**src/rtl/psubsb_seq_if.sv**
```systemverilog
// Start/done handshake bundle for the sequential packed saturating subtractor.
// The master issues operands and start; the slave returns busy/done and the packed result.
interface psubsb_seq_if #(
    parameter int unsigned LaneW = 4,
    parameter int unsigned Lanes = 4
);
    localparam int unsigned DataW = LaneW * Lanes;

    logic             start;
    logic [DataW-1:0] A;
    logic [DataW-1:0] B;
    logic             busy;
    logic             done;
    logic [DataW-1:0] S;
    logic [Lanes-1:0] sat;

    modport master (output start, A, B, input busy, done, S, sat);
    modport slave  (input start, A, B, output busy, done, S, sat);
endinterface

```
**src/rtl/psubsb_seq.sv**
```systemverilog
// Packed signed saturating subtractor, one lane per cycle under a start/done handshake.
// Operands are latched at start, so the bus may change freely while busy.
module psubsb_seq #(
    parameter int unsigned LaneW = 4,
    parameter int unsigned Lanes = 4
) (
    input logic          clk,
    input logic          rst,
    psubsb_seq_if.slave  bus
);
    localparam int unsigned DataW = LaneW * Lanes;
    localparam int unsigned CntW  = (Lanes > 1) ? $clog2(Lanes) : 1;

    typedef enum logic [1:0] {StIdle, StBusy, StDone} state_e;

    state_e           state_q, state_d;
    logic [CntW-1:0]  cnt_q, cnt_d;
    logic [DataW-1:0] a_q, a_d;
    logic [DataW-1:0] b_q, b_d;
    logic [DataW-1:0] s_q, s_d;
    logic [Lanes-1:0] sat_q, sat_d;
    logic             busy_q, busy_d;
    logic             done_q, done_d;

    int unsigned      lane_lsb;
    logic [LaneW-1:0] a_l, b_l, d_l, r_l;
    logic             pos_ovf, neg_ovf;

    // Lane datapath: wrap-around difference, then clamp on signed overflow.
    always_comb begin
        lane_lsb = 32'(cnt_q) * LaneW;
        a_l      = a_q[lane_lsb +: LaneW];
        b_l      = b_q[lane_lsb +: LaneW];
        d_l      = a_l + ~b_l + LaneW'(1);
        pos_ovf  = ~a_l[LaneW-1] &  b_l[LaneW-1] &  d_l[LaneW-1];
        neg_ovf  =  a_l[LaneW-1] & ~b_l[LaneW-1] & ~d_l[LaneW-1];
        if (pos_ovf) begin
            r_l = {1'b0, {(LaneW-1){1'b1}}};
        end else if (neg_ovf) begin
            r_l = {1'b1, {(LaneW-1){1'b0}}};
        end else begin
            r_l = d_l;
        end
    end

    always_comb begin
        state_d = state_q;
        cnt_d   = cnt_q;
        a_d     = a_q;
        b_d     = b_q;
        s_d     = s_q;
        sat_d   = sat_q;
        unique case (state_q)
            StIdle, StDone: begin
                // DONE accepts start exactly like IDLE for back-to-back operation.
                if (bus.start) begin
                    a_d     = bus.A;
                    b_d     = bus.B;
                    s_d     = '0;
                    sat_d   = '0;
                    cnt_d   = '0;
                    state_d = StBusy;
                end else begin
                    state_d = StIdle;
                end
            end
            StBusy: begin
                s_d[lane_lsb +: LaneW] = r_l;
                sat_d[cnt_q]           = pos_ovf | neg_ovf;
                cnt_d                  = cnt_q + CntW'(1);
                if (cnt_q == CntW'(Lanes - 1)) begin
                    state_d = StDone;
                end
            end
            default: state_d = StIdle;
        endcase
        busy_d = (state_d == StBusy);
        done_d = (state_d == StDone);
    end

    always_ff @(posedge clk or posedge rst) begin
        if (rst) begin
            state_q <= StIdle;
            cnt_q   <= '0;
            a_q     <= '0;
            b_q     <= '0;
            s_q     <= '0;
            sat_q   <= '0;
            busy_q  <= 1'b0;
            done_q  <= 1'b0;
        end else begin
            state_q <= state_d;
            cnt_q   <= cnt_d;
            a_q     <= a_d;
            b_q     <= b_d;
            s_q     <= s_d;
            sat_q   <= sat_d;
            busy_q  <= busy_d;
            done_q  <= done_d;
        end
    end

    assign bus.busy = busy_q;
    assign bus.done = done_q;
    assign bus.S    = s_q;
    assign bus.sat  = sat_q;
endmodule

```
**src/flat_wrapper.sv**
```systemverilog
// flat-port wrapper written by rule: the top's interface ports become plain ports
module psubsb_seq_flat 
#(
    parameter int unsigned LaneW = 4,
    parameter int unsigned Lanes = 4
)
  (clk, rst, bus_start, bus_A, bus_B, bus_busy, bus_done, bus_S, bus_sat);
  psubsb_seq_if #(.LaneW(LaneW), .Lanes(Lanes)) bus_i ();
  input logic clk;
  input logic rst;
  input wire logic [$bits(bus_i.start)-1:0] bus_start;
  input wire logic [$bits(bus_i.A)-1:0] bus_A;
  input wire logic [$bits(bus_i.B)-1:0] bus_B;
  output wire logic [$bits(bus_i.busy)-1:0] bus_busy;
  output wire logic [$bits(bus_i.done)-1:0] bus_done;
  output wire logic [$bits(bus_i.S)-1:0] bus_S;
  output wire logic [$bits(bus_i.sat)-1:0] bus_sat;
  assign bus_i.start = bus_start;
  assign bus_i.A = bus_A;
  assign bus_i.B = bus_B;
  assign bus_busy = bus_i.busy;
  assign bus_done = bus_i.done;
  assign bus_S = bus_i.S;
  assign bus_sat = bus_i.sat;
  psubsb_seq #(.LaneW(LaneW), .Lanes(Lanes)) u_core (.clk(clk), .rst(rst), .bus(bus_i));
endmodule
```
**config.mk**
```make
export PLATFORM = sky130hd
export DESIGN_NAME = psubsb_seq_flat
export DESIGN_NICKNAME = d
export VERILOG_FILES = /design/src/rtl/psubsb_seq_if.sv /design/src/rtl/psubsb_seq.sv /design/src/flat_wrapper.sv
export SDC_FILE = /design/constraint.sdc
export NUM_CORES = 1
export LEC_CHECK = 0
export BUFFER_PORTS_ARGS = -buffer_cell sky130_fd_sc_hd__buf_4
export CAP_MARGIN = 5
export CORE_AREA = 2 2 82 84
export CTS_CLUSTER_DIAMETER = 150
export DETAILED_ROUTE_END_ITERATION = 7
export DIE_AREA = 0 0 84 86
export PLACE_DENSITY = 0.69
export SYNTH_ARGS = -nofsm -noshare
export SYNTH_HDL_FRONTEND = slang
export SYNTH_SLANG_ARGS = --single-unit
```
**constraint.sdc**
```tcl
create_clock -name clk -period 3 [get_ports clk]
set_input_delay 0.15 -clock clk [delete_from_list [all_inputs] [get_ports clk]]
set_output_delay 0.15 -clock clk [all_outputs]
set_load 0.02 [all_outputs]
```
Word level (Yosys, flattened, before mapping)
Cells that the tools add are included.

Add/sub/neg operators: 4. Magnitude comparators: 2. Equal/unequal tests: 6. Shift operators: 4. Mux-type cells: 15. Bitwise operators: 9. Reduce and logical (&&, ||, !) cells: 6.

Operator list (count): $neg 4->34 (1); $shift 4x34->16 const A (1); $shiftx 4x34->16 (1); $pmux 16 s2 (1); $shiftx 16x5->4 (2); $bwmux 16 (1); $mux 16 (1); $mux 4 (3); $pmux 2 s2 (2); $pmux 4 s2 (1); $eq 2x2->1 const B (3); $add 4x1->4 const B (1); $add 4x4->4 (1); $and 1x1->1 (4); $bwmux 4 (1); $eq 2x1->1 const B (2); $mux 2 (2); $not 4->4 (1); $reduce_and 2->1 (2); $lt 2x3->1 const B (1); $not 1->1 (3); $add 2x1->2 const B (1); $demux 1 s2 (1); $ge 2x1->1 const B (1); 7 further kinds (8).

Register bits: 58. Input bits: 35. Output and inout bits: 22. Word-level logic and storage cells: 54.

Logic depth before layout (Yosys ltp)
Gate-level depths: netlist (run 1).

Depth in word-level cells: 11. Depth in mapped cells: 9. Depth with buffers taken out: 8.

Worst setup path after synthesis (run 1)
OpenSTA, ideal clock, no wires.

Path kind: register to register. Start: register u_core.cnt_q[0]. End: register u_core.s_q[0], in the netlist u_core.bus.S[0]. Setup time: 0.133 ns. Arrival: 2.448 ns. Data required time: 2.867 ns. Slack: 0.419 ns. Cell stages (with the launch flop): 10. Buffers on the path: 1. Clock period less this slack: 2.581 ns. Cell sequence: dfrtp_1 -> buf_2 -> mux4_2 -> inv_1 -> ha_1 -> nand2b_1 -> o2bb2ai_1 -> mux2_2 -> a22oi_1 -> o21ai_0.

Cells in the longest elaborated chain, start to end: 11. Elaborated cells between the ends (all ways): 19. Those cells by class: 3 x add/sub; 4 x shift; 4 x mux; 8 x bitwise.

RTL lines: start: declaration (RTL line psubsb_seq.sv:17) `logic [CntW-1:0] cnt_q, cnt_d;`; start signal: assignment (RTL line psubsb_seq.sv:93) `cnt_q <= cnt_d;`; $shiftx 16x5->4 (RTL line psubsb_seq.sv:33) `b_l = b_q[lane_lsb +: LaneW];`; $not 4->4 (RTL line psubsb_seq.sv:34) `d_l = a_l + ~b_l + LaneW'(1);`; $add 4x4->4 (RTL line psubsb_seq.sv:34); $add 4x1->4 (RTL line psubsb_seq.sv:34); $not 1->1 (RTL line psubsb_seq.sv:36) `neg_ovf = a_l[LaneW-1] & ~b_l[LaneW-1] & ~d_l[LaneW-1];`; $and 1x1->1 (RTL line psubsb_seq.sv:36); $mux 4 (RTL line psubsb_seq.sv:39) `end else if (neg_ovf) begin`; $mux 4 (RTL line psubsb_seq.sv:37) `if (pos_ovf) begin`; $shiftx 4x34->16 (RTL line psubsb_seq.sv:68) `s_d[lane_lsb +: LaneW] = r_l;`; $bwmux 16 * (RTL line psubsb_seq.sv:68); $pmux 16 s2 * (RTL line psubsb_seq.sv:53) `unique case (state_q)`; end signal: assignment (RTL line psubsb_seq.sv:87) `s_q <= '0;`; end signal: assignment (RTL line psubsb_seq.sv:96) `s_q <= s_d;`; end: declaration (RTL line psubsb_seq.sv:20) `logic [DataW-1:0] s_q, s_d;`.

Mark *: on every way between the ends. The rest lies on a longest branch, timed or not. A chain may end at the register's enable or synchronous reset.

Final worst setup path (run 1)
Start: register u_core.cnt_q[0]. End: register u_core.s_q[2], in the netlist u_core.bus.S[2].

The elaborated chain is that of the path after synthesis.

==> results of run 1 <==
-- routing by layer --
layer	vias to the layer above	routed length (um)	track usage [%]
li1	1055	-	-
met1	977	2560	23.8
met2	60	2780	27.2
met3	4	340	6.16
met4	0	41	4.69
met5	-	0	0
-- flip-flops by register name, indices dropped and copies added (netlist names) --
register and flops:
u_core.cnt_q 2, u_core.bus.sat 4, u_core.bus.done 1, u_core.b_q 16
u_core.a_q 16, u_core.state_q 2, u_core.bus.busy 1, u_core.bus.S 16
-- worst max-delay path, cell delays in order, from the launching register on --
cell	delay, ns
dfrtp_2	0.52
mux4_2	0.53
inv_1	0.11
ha_1	0.23
nand2b_1	0.07
o2bb2ai_1	0.17
mux2_2	0.42
a22oi_1	0.35
o21ai_0	0.14
-- layout make-up --
class	instances	area [sq um]	share of cell area, %
flip-flops and latches	58	1450	40.6
multi-input cells	189	1100	30.7
well taps	77	96.3	2.69
inverters	14	52.6	1.47
clock inverters	3	15.0	0.420
clock buffers	12	155	4.34
repair buffers	86	708	19.8
-- worst max-delay path by stage --
stage | depth (start not counted) | start | slack (ns) | to
after floorplan | 9 | u_core.cnt_q[0] | 0.42 | u_core.bus.S[0]
after global placement | 8 | u_core.cnt_q[0] | 0.27 | u_core.bus.S[2]
after detailed placement | 8 | u_core.cnt_q[0] | 0.15 | u_core.bus.S[2]
after CTS | 8 | u_core.cnt_q[0] | 0.13 | u_core.bus.S[2]
after global routing | 8 | u_core.cnt_q[0] | 0.17 | u_core.bus.S[0]
final | 8 | u_core.cnt_q[0] | 0.32 | u_core.bus.S[2]
-- cell usage after synthesis (3+ instances only) --
cell	number	area [sq um]
nand2b_1	3	18.8
nand2_1	117	439
a22oi_1	3	22.5
inv_1	14	52.6
nand3_1	4	20.0
buf_1	3	11.3
ha_1	9	113
o21ai_0	10	50.1
mux4_2	8	180
dfrtp_1	58	1450
a21oi_1	3	15.0
clkbuf_1	6	22.5
o21ai_1	12	60.1
-- timing repair --
action | CTS | global route
setup endpoints to repair | 0 | 4
hold buffers | 25 | 0
resized for setup | 0 | 1
endpoints found under the hold margin | 45 | 0
-- cells in the final DEF, fill, tap and decap left out, drive strengths merged, types with 4 or more instances in the layout --
| cell | instances |
|---|---|
| nand3 | 4 |
| dlygate4sd3 | 25 |
| mux4 | 8 |
| buf | 61 |
| nand2 | 119 |
| inv | 14 |
| o21ai | 22 |
| ha | 9 |
| dfrtp | 58 |
| clkbuf | 12 |
-- kinds of logic (layout without fill, tap and decap cells) --
family          after synthesis  in the layout  share of synthesized area (%)
fa+ha+maj                    10             10                           5.02
flops                        58             58                           54.9
simple gates                134            134                           21.1
xor+xnor                      3              3                          0.994
buf+inv                      25            115                           3.74
mux                           9              9                           7.24
compound gates               33             33                           7.05
-- power breakdown --
| part | switching (mW) | internal, mW | leakage (nW) | total (mW) |
|---|---|---|---|---|
| Sequential | 0.223 | 1.11 | 0.745 | 1.33 |
| Combinational | 1.22 | 0.858 | 1.00 | 2.08 |
| Clock | 0.299 | 0.336 | 0.0920 | 0.635 |
-- metrics by stage --
step	power, mW	cell area (sq um)	setup slack (ns)
detailed placement	3.40	3150	0.152
global placement	3.33	3150	0.269
global route	4.40	3580	0.171
CTS	4.08	3570	0.131
finish	4.04	3580	0.323
floorplan	2.80	2640	0.419
==> impl_results.md, run 1 <==
* TNS Setup at 0 ns
* Fin Clk Skew at around 0.0083 ns
* Final hold violation count at 0
* Period utilization at 89.2%
* DR vias/cell at about 4.8
* Initial Util at 42.1%
* Startpoint Class: flop
* Synthesized area per cell at between 9 and 10 sq um
* Post-CTS Setup Inserts at 0
* Power per standard cell area at around 1100 nW/um^2
* Die X at between 80 and 90 um
* Worst skew pair latency at roughly 0.34 ns
* Post-route DRC at 0
* Fmax at 374 MHz
* Sequential element share of the synthesized area at roughly 55%
* Overall global routing resource usage at around 18%
* Die span in y at approximately 86 um
* Filler Cell Count at 562
* Post-synthesis async set-or-reset flop share at 100%
* Number of synthesized register bits at 58
* HP Start: bus_B[1]
* Port Buffer Count at between 50 and 60
* Worst slew pin tran at roughly 0.61 ns
* RSZ-0062 raised after global routing: no
* Outcome: finished, final reports clean
* Worst EP required at ~3.2 ns
* Initial antenna violation count at 0
* Vias in the first global route at between 2000 and 2500
* Fraction of layout instances using a drive strength above 1 at 25.4%
* Synth Cell Area at approximately 2600 sq um
* Worst hold endpoint: u_core.b_q[1]
* Syn Inst Count at between 200 and 300
* R2R Path End: u_core.bus.S[2]
* Worst Path Arrival at 2.88 ns
* Max-slew violation count at 0
* Post-layout min period at between 2 and 3 ns
* Largest net degree at the start of global routing at 29
* Post-synthesis net count at between 300 and 400
* IO Pins at 57
* Yosys warning total at 0
* Crit path capture type: flop
* # diodes at 0
* # Max-Cap Violations at 0
* CTS tree: done
* # nets final at about 400
* Crit Path Max Fanout at 9
* # rows at 29
* Grt ovf at 0
* Die area at ~7200 sq um
* Setup Viol. Count Final at 0
* Register-to-register setup slack at 0.32 ns
* Dpl cells at between 300 and 400
* Total CTS buffers at 9
* Pleak at approximately 1.8 nW
* Syn-to-layout area delta at 35.3%
* Hold crit path type: in2reg
* H-tree depth at 3
* Setup CP Type: reg2reg
* First-pass GRT wire length at 10.0 mm
* Core footprint at about 6300 sq um
* Routed WL at 5.72 mm
* Post-route ant nets at 0
* DR iter-0 viols at 86
* Max_slew headroom at between 50% and 60%
* Detailed Place HPWL at 4.13 mm
* Root buffer cell: clkbuf_8
* Hold_ws at 0.0160 ns
* Post-synth EDFFs at 0
* Worst-path clk slew at 0.07 ns
* Via Count at approximately 2100
* Fin util at a little under three fifths
* Worst reg-to-reg path cell count at 8
* Non-Filler Instances at between 400 and 500
* Clk buf depth at 2
* Max IR drop VDD at 0.702 mV
* Wire per inst at roughly 13 um
* RePlAce Congestion at 0.791
* Pre-antenna DRT Iters at 4
* Synth unique cells at 29
* WHS Path Cells at 3
* Reg2reg start: u_core.cnt_q[0]
* Clk sink count at 58
* Ys flop type: dfrtp_1
Note: power is estimated with default switching activity, not from simulation.
==> run 2: changes to the inputs <==
--- a/config.mk
+++ b/config.mk
@@ -5,12 +5,13 @@
 export SDC_FILE = /design/constraint.sdc
 export NUM_CORES = 1
 export LEC_CHECK = 0
+export ABC_AREA = 1
 export BUFFER_PORTS_ARGS = -buffer_cell sky130_fd_sc_hd__buf_4
 export CAP_MARGIN = 5
-export CORE_AREA = 2 2 82 84
+export CORE_AREA = 2 2 83 85
 export CTS_CLUSTER_DIAMETER = 150
 export DETAILED_ROUTE_END_ITERATION = 7
-export DIE_AREA = 0 0 84 86
+export DIE_AREA = 0 0 85 87
 export PLACE_DENSITY = 0.69
 export SYNTH_ARGS = -nofsm -noshare
 export SYNTH_HDL_FRONTEND = slang
==> run 2 against run 1 <==
Effect of this change: die area rose by 2.4%; critical endpoint is now u_core.bus.S[14]; fmax increased by 9.9%; sequential power about the same; final cell count grew 14%; total power is 12% higher; sequential cell count stayed put; largest cell class unchanged.
==> impl_results.md, run 2 <==
* Outcome: finished, final reports clean
* Synth Cell Area at 2750 sq um (+4.0%)
* Reg2reg start: u_core.cnt_q[1]
* H-tree depth at 3 (unchanged)
* # resized after CTS at 0 (unchanged)
* Comb power frac at 51.0% (-0.4 points)
* IO Pins at 57 (unchanged)
* Post-CTS Setup Inserts at 0 (unchanged)
* Register-to-register setup slack at 0.57 ns (+0.24 ns)
* Crit Path Max Fanout at 14 (+5)
* CP max-delay cell: dfrtp_1
* Clk buf depth at 2 (unchanged)
* DR iter-0 viols at 96 (+12%)
* Final hold violation count at 0 (unchanged)
* Largest net degree at the start of global routing at 40 (+38%)
* # rows at 30 (+3.4%)
* Synth unique cells at 25 (-14%)
* Levels on crit path at 11 (+3)
* Worst skew pair latency at 0.35 ns (about the same)
* Startpoint Class: flop
* Power per standard cell area at 1210 nW/um^2 (+7.1%)
* Setup Viol. Count Final at 0 (unchanged)
* Initial Util at 41.9% (-0.25 points)
* Net Switching at 2.04 mW (+17%)
* HP Start: bus_A[3]
* Overall global routing resource usage at 18.8% (+1.2 points)
* Worst-path clk slew at 0.07 ns (about the same)
* Post-route ant nets at 0 (unchanged)
* Die area at 7400 sq um (+2.4%)
* TNS Setup at 0 ns (unchanged)
* Worst Path Arrival at 2.73 ns (-0.15 ns)
* DR vias/cell at 4.83 (+1.1%)
* Via Count at 2419 (+15%)
* Filler Cell Count at 607 (+8.0%)
* Pleak at 2.02 nW (+10%)
* Wire per inst at 12.7 um (-2.4%)
* Most common cell in the synthesized netlist: nand2_1
* Syn Inst Count at 334 (+23%)
* Yosys warning total at 0 (unchanged)
* Die span in y at 87 um (+1.2%)
* WHS Path Cells at 3 (unchanged)
* Max_slew headroom at 58.1% (-1.3 points)
* # diodes at 0 (unchanged)
* CTS tree: done
* Synthesized area per cell at 8.23 sq um (-15%)
* Max-slew violation count at 0 (unchanged)
* Worst slew pin tran at 0.628 ns (+0.0216 ns)
* Ys flop type: dfrtp_1
* Crit path capture type: flop
* Hold crit path type: in2reg
* Detailed Place HPWL at 4.43 mm (+7.4%)
* Worst reg-to-reg path cell count at 11 (+3)
* CP Cell Sequence: inv_1, o21ai_0, o22ai_1, ha_1, inv_1, fa_1, xor2_1, nand2_1, nand2_2, nand4_1, nand2_1
* RePlAce Congestion at 0.844 (+6.7%)
* Fin util at 56.8% (-0.17 points)
* Synth area leaders: dfrtp_1, nand2_1, ha_1
* Dpl ws at 0.576 ns (+0.424 ns)
* CP max stage delay at 0.47 ns (-0.06 ns)
* Post-synthesis async set-or-reset flop share at 100% (unchanged)
* Clk sink count at 58 (unchanged)
* WP buf/inv at 2 (+1)
* Die X at 85 um (+1.2%)
* Worst EP required at 3.30 ns (+0.10 ns)
* RSZ-0062 raised after global routing: no
* Synth cell count leaders: nand2_1, dfrtp_1, inv_1
* Share of the synthesized area in the top cell type at 52.8% (-2.1 points)
* # nets final at 461 (+14%)
* Port Buffer Count at 56 (unchanged)
* Largest area contributor in the netlist: dfrtp_1
* Root buffer cell: clkbuf_8
* Fraction of layout instances using a drive strength above 1 at 21.6% (-3.8 points)
* Initial antenna violation count at 0 (unchanged)
* Sequential power share at 29.0% (-3.9 points)
* Most frequent cells in the layout: nand2_1, buf_4, dfrtp_1
* Pre-antenna DRT Iters at 4 (unchanged)
* Vias in the first global route at 2392 (+14%)
* Int Pwr at 2.48 mW (+7.7%)
* R2R Path End: u_core.bus.S[14]
* Hold_ws at 0.00936 ns (-0.00660 ns)
* Fmax at 411 MHz (+9.9%)
* Post-layout min period at 2.43 ns (-0.242 ns)
* Commonest non-fill, non-tap cell in the layout: nand2_1
* Clock share of power at 20.0% (+4.3 points)
* Grt ovf at 0 (unchanged)
* Post-synthesis net count at 379 (+20%)
* Fin Clk Skew at 0.0121 ns (+0.00382 ns)
* Final setup margin at 0.565 ns (+0.242 ns)
* Routed WL at 6.37 mm (+11%)
* Period utilization at 81.2% (-8.1 points)
* Sequential element share of the synthesized area at 52.8% (-2.1 points)
* Number of synthesized register bits at 58 (unchanged)
* # Max-Cap Violations at 0 (unchanged)
* Total CTS buffers at 9 (unchanged)
* Worst hold endpoint: u_core.a_q[3]
* Setup CP Type: reg2reg
* Post-synth EDFFs at 0 (unchanged)
* Core footprint at 6570 sq um (+4.6%)
* Syn-to-layout area delta at 35.7%
* Cell family with most CP delay: adder cells
* Max IR drop VDD at 0.721 mV (+2.7%)
* Post-route DRC at 0 (unchanged)
* First-pass GRT wire length at 10.9 mm (+8.4%)
* Switching share of power at 45.2% (+2.1 points)
-- run 2: power by group through the flow --
stage          clock network, mW  registers, mW  logic (mW)
4_1_cts                    0.922           1.31        2.31
3_3_place_gp                   0           1.31        2.22
5_1_grt                    0.959           1.35        2.59
3_5_place_dp                   0           1.32        2.27
2_1_floorplan                  0           1.36        1.62
6_report                   0.905           1.31        2.30
-- run 2: kinds of logic after synthesis --
logic type / after synthesis / share of synthesized area, %
adder cells (fa/ha/maj): 10 / 4.82
flip-flops: 58 / 52.8
XOR/XNOR: 1 / 0.319
AO/OA/AOI/OAI: 34 / 7.60
buffers and inverters: 36 / 5.46
AND/OR/NAND/NOR: 195 / 29.0
-- run 2: timing repair --
action,CTS,global route
setup endpoints to repair,0,0
hold endpoints to repair,54,0
hold buffers,25,0
-- run 2: tightest hold or removal path, delay by kind of cell --
kind                   cells  cell delay, ns
and+or+nand+nor            2            0.10
buffers and inverters      1            0.07
-- run 2: per-stage QoR --
step,total power [mW],instances,area (sq um)
floorplan,2.98,334,2750
global placement,3.53,460,3230
detailed placement,3.59,460,3230
CTS,4.55,501,3730
global route,4.90,501,3730
finish,4.52,501,3730
-- run 2: layout make-up --
| cell class | instances | area (sq um) | area share (%) |
|---|---|---|---|
| Timing Repair Buffer | 84 | 693 | 18.6 |
| Multi-Input combinational cell | 240 | 1150 | 30.8 |
| Clock inverter | 6 | 114 | 3.05 |
| Inverter | 23 | 86.3 | 2.31 |
| Tap cell | 80 | 100 | 2.68 |
| Sequential cell | 58 | 1450 | 38.9 |
| Clock buffer | 10 | 138 | 3.69 |
-- run 2: layer usage --
layer  vias up  wire (um)  global-route usage, %
met5         -          0                      0
met4         0        116                   7.94
met3        12        297                   3.98
met2        63       3100                   31.5
met1      1119       2860                   23.6
li1       1225          -                      -
-- run 2: how the worst max path moves through the flow --
stage | from | endpoint | slack [ns]
6_report | u_core.cnt_q[1] | u_core.bus.S[14] | 0.57
3_3_place_gp | u_core.cnt_q[1] | u_core.bus.S[14] | 0.62
5_1_grt | u_core.cnt_q[1] | u_core.bus.S[7] | 0.34
2_1_floorplan | u_core.cnt_q[0] | u_core.bus.S[6] | 0.89
3_5_place_dp | u_core.cnt_q[1] | u_core.bus.S[14] | 0.58
4_1_cts | u_core.cnt_q[1] | u_core.bus.S[14] | 0.57
==> run 3: changes to the inputs <==
==> constraint.sdc (replaced) <==
create_clock -name clk -period 2.5 [get_ports clk]
set_input_delay 0.125 -clock clk [delete_from_list [all_inputs] [get_ports clk]]
set_output_delay 0.125 -clock clk [all_outputs]
set_load 0.02 [all_outputs]
==> run 3 against run 2 <==
Effect of this change: sequential cell count stayed put; non-clock buffer count grew 11; largest cell class unchanged; worst setup slack got worse by 0.33 ns; highest routed layer unchanged; design area is 1.5% higher; critical path depth unchanged; register-to-register slack got worse by 0.33 ns.
==> impl_results.md, run 3 (synthesis gave the netlist of run 2 again) <==
* Post-layout min period at 2.27 ns (-0.169 ns)
* IO Pins at 57 (unchanged)
* Int Pwr at 2.77 mW (+12%)
* Total Power at 5.21 mW (+15%)
* Largest net degree at the start of global routing at 59 (+48%)
* Max IR drop VDD at 0.989 mV (+37%)
* Die span in y at 87 um (unchanged)
* CP Cell Sequence: clkinvlp_4, a21oi_1, a32o_1, ha_1, inv_1, fa_1, xor2_1, nand2_1, nand2_2, nand4_1, nand2_1
* # Max-Cap Violations at 0 (unchanged)
* Worst Path Arrival at 2.54 ns (-0.19 ns)
* Max_slew headroom at 65.2% (+7.1 points)
* Post-route ant nets at 0 (unchanged)
* Clk buf depth at 2 (unchanged)
* RePlAce Congestion at 0.842 (-0.25%)
* Worst EP required at 2.78 ns (-0.52 ns)
* CP max stage delay at 0.48 ns (about the same)
* Non-Filler Instances at 512 (+2.2%)
* Dpl cells at 461 (+0.22%)
* Crit path top cell by count: nand2_1
* Core footprint at 6570 sq um (unchanged)
* HP Start: bus_B[12]
* Max-slew violation count at 0 (unchanged)
* Fin util at 57.7% (+0.88 points)
* Clock share of power at 15.5% (-4.5 points)
* Fraction of layout instances using a drive strength above 1 at 22.7% (+1.1 points)
* Setup Viol. Count Final at 0 (unchanged)
* Detailed Place HPWL at 4.38 mm (-1.2%)
* Crit Path Max Fanout at 11 (-3)
* TNS Setup at 0 ns (unchanged)
* Period utilization at 90.6% (+9.5 points)
* CP max-delay cell: dfrtp_2
* Fmax at 441 MHz (+7.5%)
* Total CTS buffers at 9 (unchanged)
* Via Count at 2483 (+2.6%)
* Hold_ws at 0.0201 ns (+0.0108 ns)
* Port Buffer Count at 56 (unchanged)
* First-pass GRT wire length at 11.1 mm (+1.7%)
* Grt ovf at 0 (unchanged)
* Register-to-register setup slack at 0.23 ns (-0.33 ns)
* H-tree depth at 3 (unchanged)
* Vias in the first global route at 2494 (+4.3%)
* Pre-antenna DRT Iters at 4 (unchanged)
* Routed WL at 6.54 mm (+2.6%)
* RSZ-0062 raised after global routing: no
* Clk sink count at 58 (unchanged)
* Area after DPL at 3250 sq um (+0.62%)
* WHS Path Cells at 3 (unchanged)
* Post-route DRC at 0 (unchanged)
* Setup CP Type: reg2reg
* DR vias/cell at 4.85 (+0.44%)
* Syn-to-layout area delta at 37.8%
* Worst setup path startpoint: u_core.cnt_q[1]
* Hold crit path type: in2reg
* Initial antenna violation count at 0 (unchanged)
* Worst-path clk slew at 0.07 ns (about the same)
* Commonest non-fill, non-tap cell in the layout: nand2_1
* Reg2reg start: u_core.cnt_q[1]
* Startpoint Class: flop
* Pleak at 2.05 nW (+1.1%)
* Die area at 7400 sq um (unchanged)
* Design Area, Final at 3790 sq um (+1.5%)
* DR iter-0 viols at 87 (-9.4%)
* # nets final at 472 (+2.4%)
* Net Switching at 2.44 mW (+20%)
* Initial Util at 41.9% (unchanged)
* Worst reg-to-reg path cell count at 11 (unchanged)
* Final setup margin at 0.234 ns (-0.331 ns)
* Most frequent cells in the layout: nand2_1, buf_4, dfrtp_1
* Crit path capture type: flop
* Outcome: finished, final reports clean
* Root buffer cell: clkbuf_8
* Comb power frac at 54.2% (+3.2 points)
* R2R Path End: u_core.bus.S[14]
* # rows at 30 (unchanged)
* Overall global routing resource usage at 19.0% (+0.22 points)
* Wire per inst at 12.8 um (+0.37%)
* Worst slew pin tran at 0.522 ns (-0.106 ns)
* Worst hold endpoint: u_core.b_q[12]
* Power per standard cell area at 1380 nW/um^2 (+14%)
* # diodes at 0 (unchanged)
* Final hold violation count at 0 (unchanged)
* Fin Clk Skew at 0.00388 ns (-0.00819 ns)
* Switching share of power at 46.8% (+1.6 points)
* CTS tree: done
* Die X at 85 um (unchanged)
* Sequential power share at 30.3% (+1.3 points)
* Worst skew pair latency at 0.34 ns (about the same)
* Dpl ws at 0.105 ns (-0.471 ns)
run 3: cell types whose count changed in the layout (fill, tap and decap cells not counted), sizes merged:
| cell | change |
|---|---|
| clkinv | +1 |
| bufinv | -3 |
| inv | -1 |
| dlygate4sd3 | +7 |
| clkinvlp | +1 |
| clkbuf | +2 |
| buf | +4 |
run 3: per-layer routing:
layer | track usage [%] | vias up | wire length, um
met1 | 22.4 | 1178 | 2920
met5 | 0 | - | 0
met2 | 33.2 | 53 | 3220
met4 | 5.19 | 0 | 57
met3 | 6.35 | 6 | 333
li1 | - | 1246 | -
run 3: how the worst max path moves through the flow:
stage / to / slack [ns]
2_1_floorplan: u_core.bus.S[6] / 0.39
3_3_place_gp: u_core.bus.S[14] / 0.13
3_5_place_dp: u_core.bus.S[14] / 0.10
4_1_cts: u_core.bus.S[14] / 0.09
5_1_grt: u_core.bus.S[6] / 0.003
6_report: u_core.bus.S[14] / 0.23
run 3: worst max-delay path: cells and delay by family (launching register included):
kind	cells	cell delay [ns]
AOI/OAI and AO/OA	2	0.35
adders and majority gates	2	0.50
xor gates and xnor gates	1	0.19
buffers and inverters	2	0.28
and+or+nand+nor	4	0.41
DFF	1	0.48
run 3: power by group through the flow:
stage	combinational, mW	sequential (mW)	clock, mW
detailed placement	2.74	1.58	0
floorplan	1.95	1.63	0
finish	2.82	1.58	0.810
CTS	2.80	1.57	0.829
global placement	2.66	1.58	0
global route	3.17	1.63	0.861
run 3: repair_timing:
| action | 4_1_cts | 5_1_grt |
|---|---|---|
| gates resized for setup | 0 | 3 |
| endpoints found under the setup margin | 0 | 20 |
| endpoints found under the hold margin | 89 | 0 |
| hold buffers | 32 | 0 |
| buffers inserted | 0 | 3 |
run 3: area by class of cell:
type	instances	area, sq um
Timing Repair Buffer	95	806
Inverter	23	90.1
Clock inverter	4	25.0
Clock buffer	12	165
Fill cell	634	2780
Tap cell	80	100
Multi-Input combinational cell	240	1150
Sequential cell	58	1450
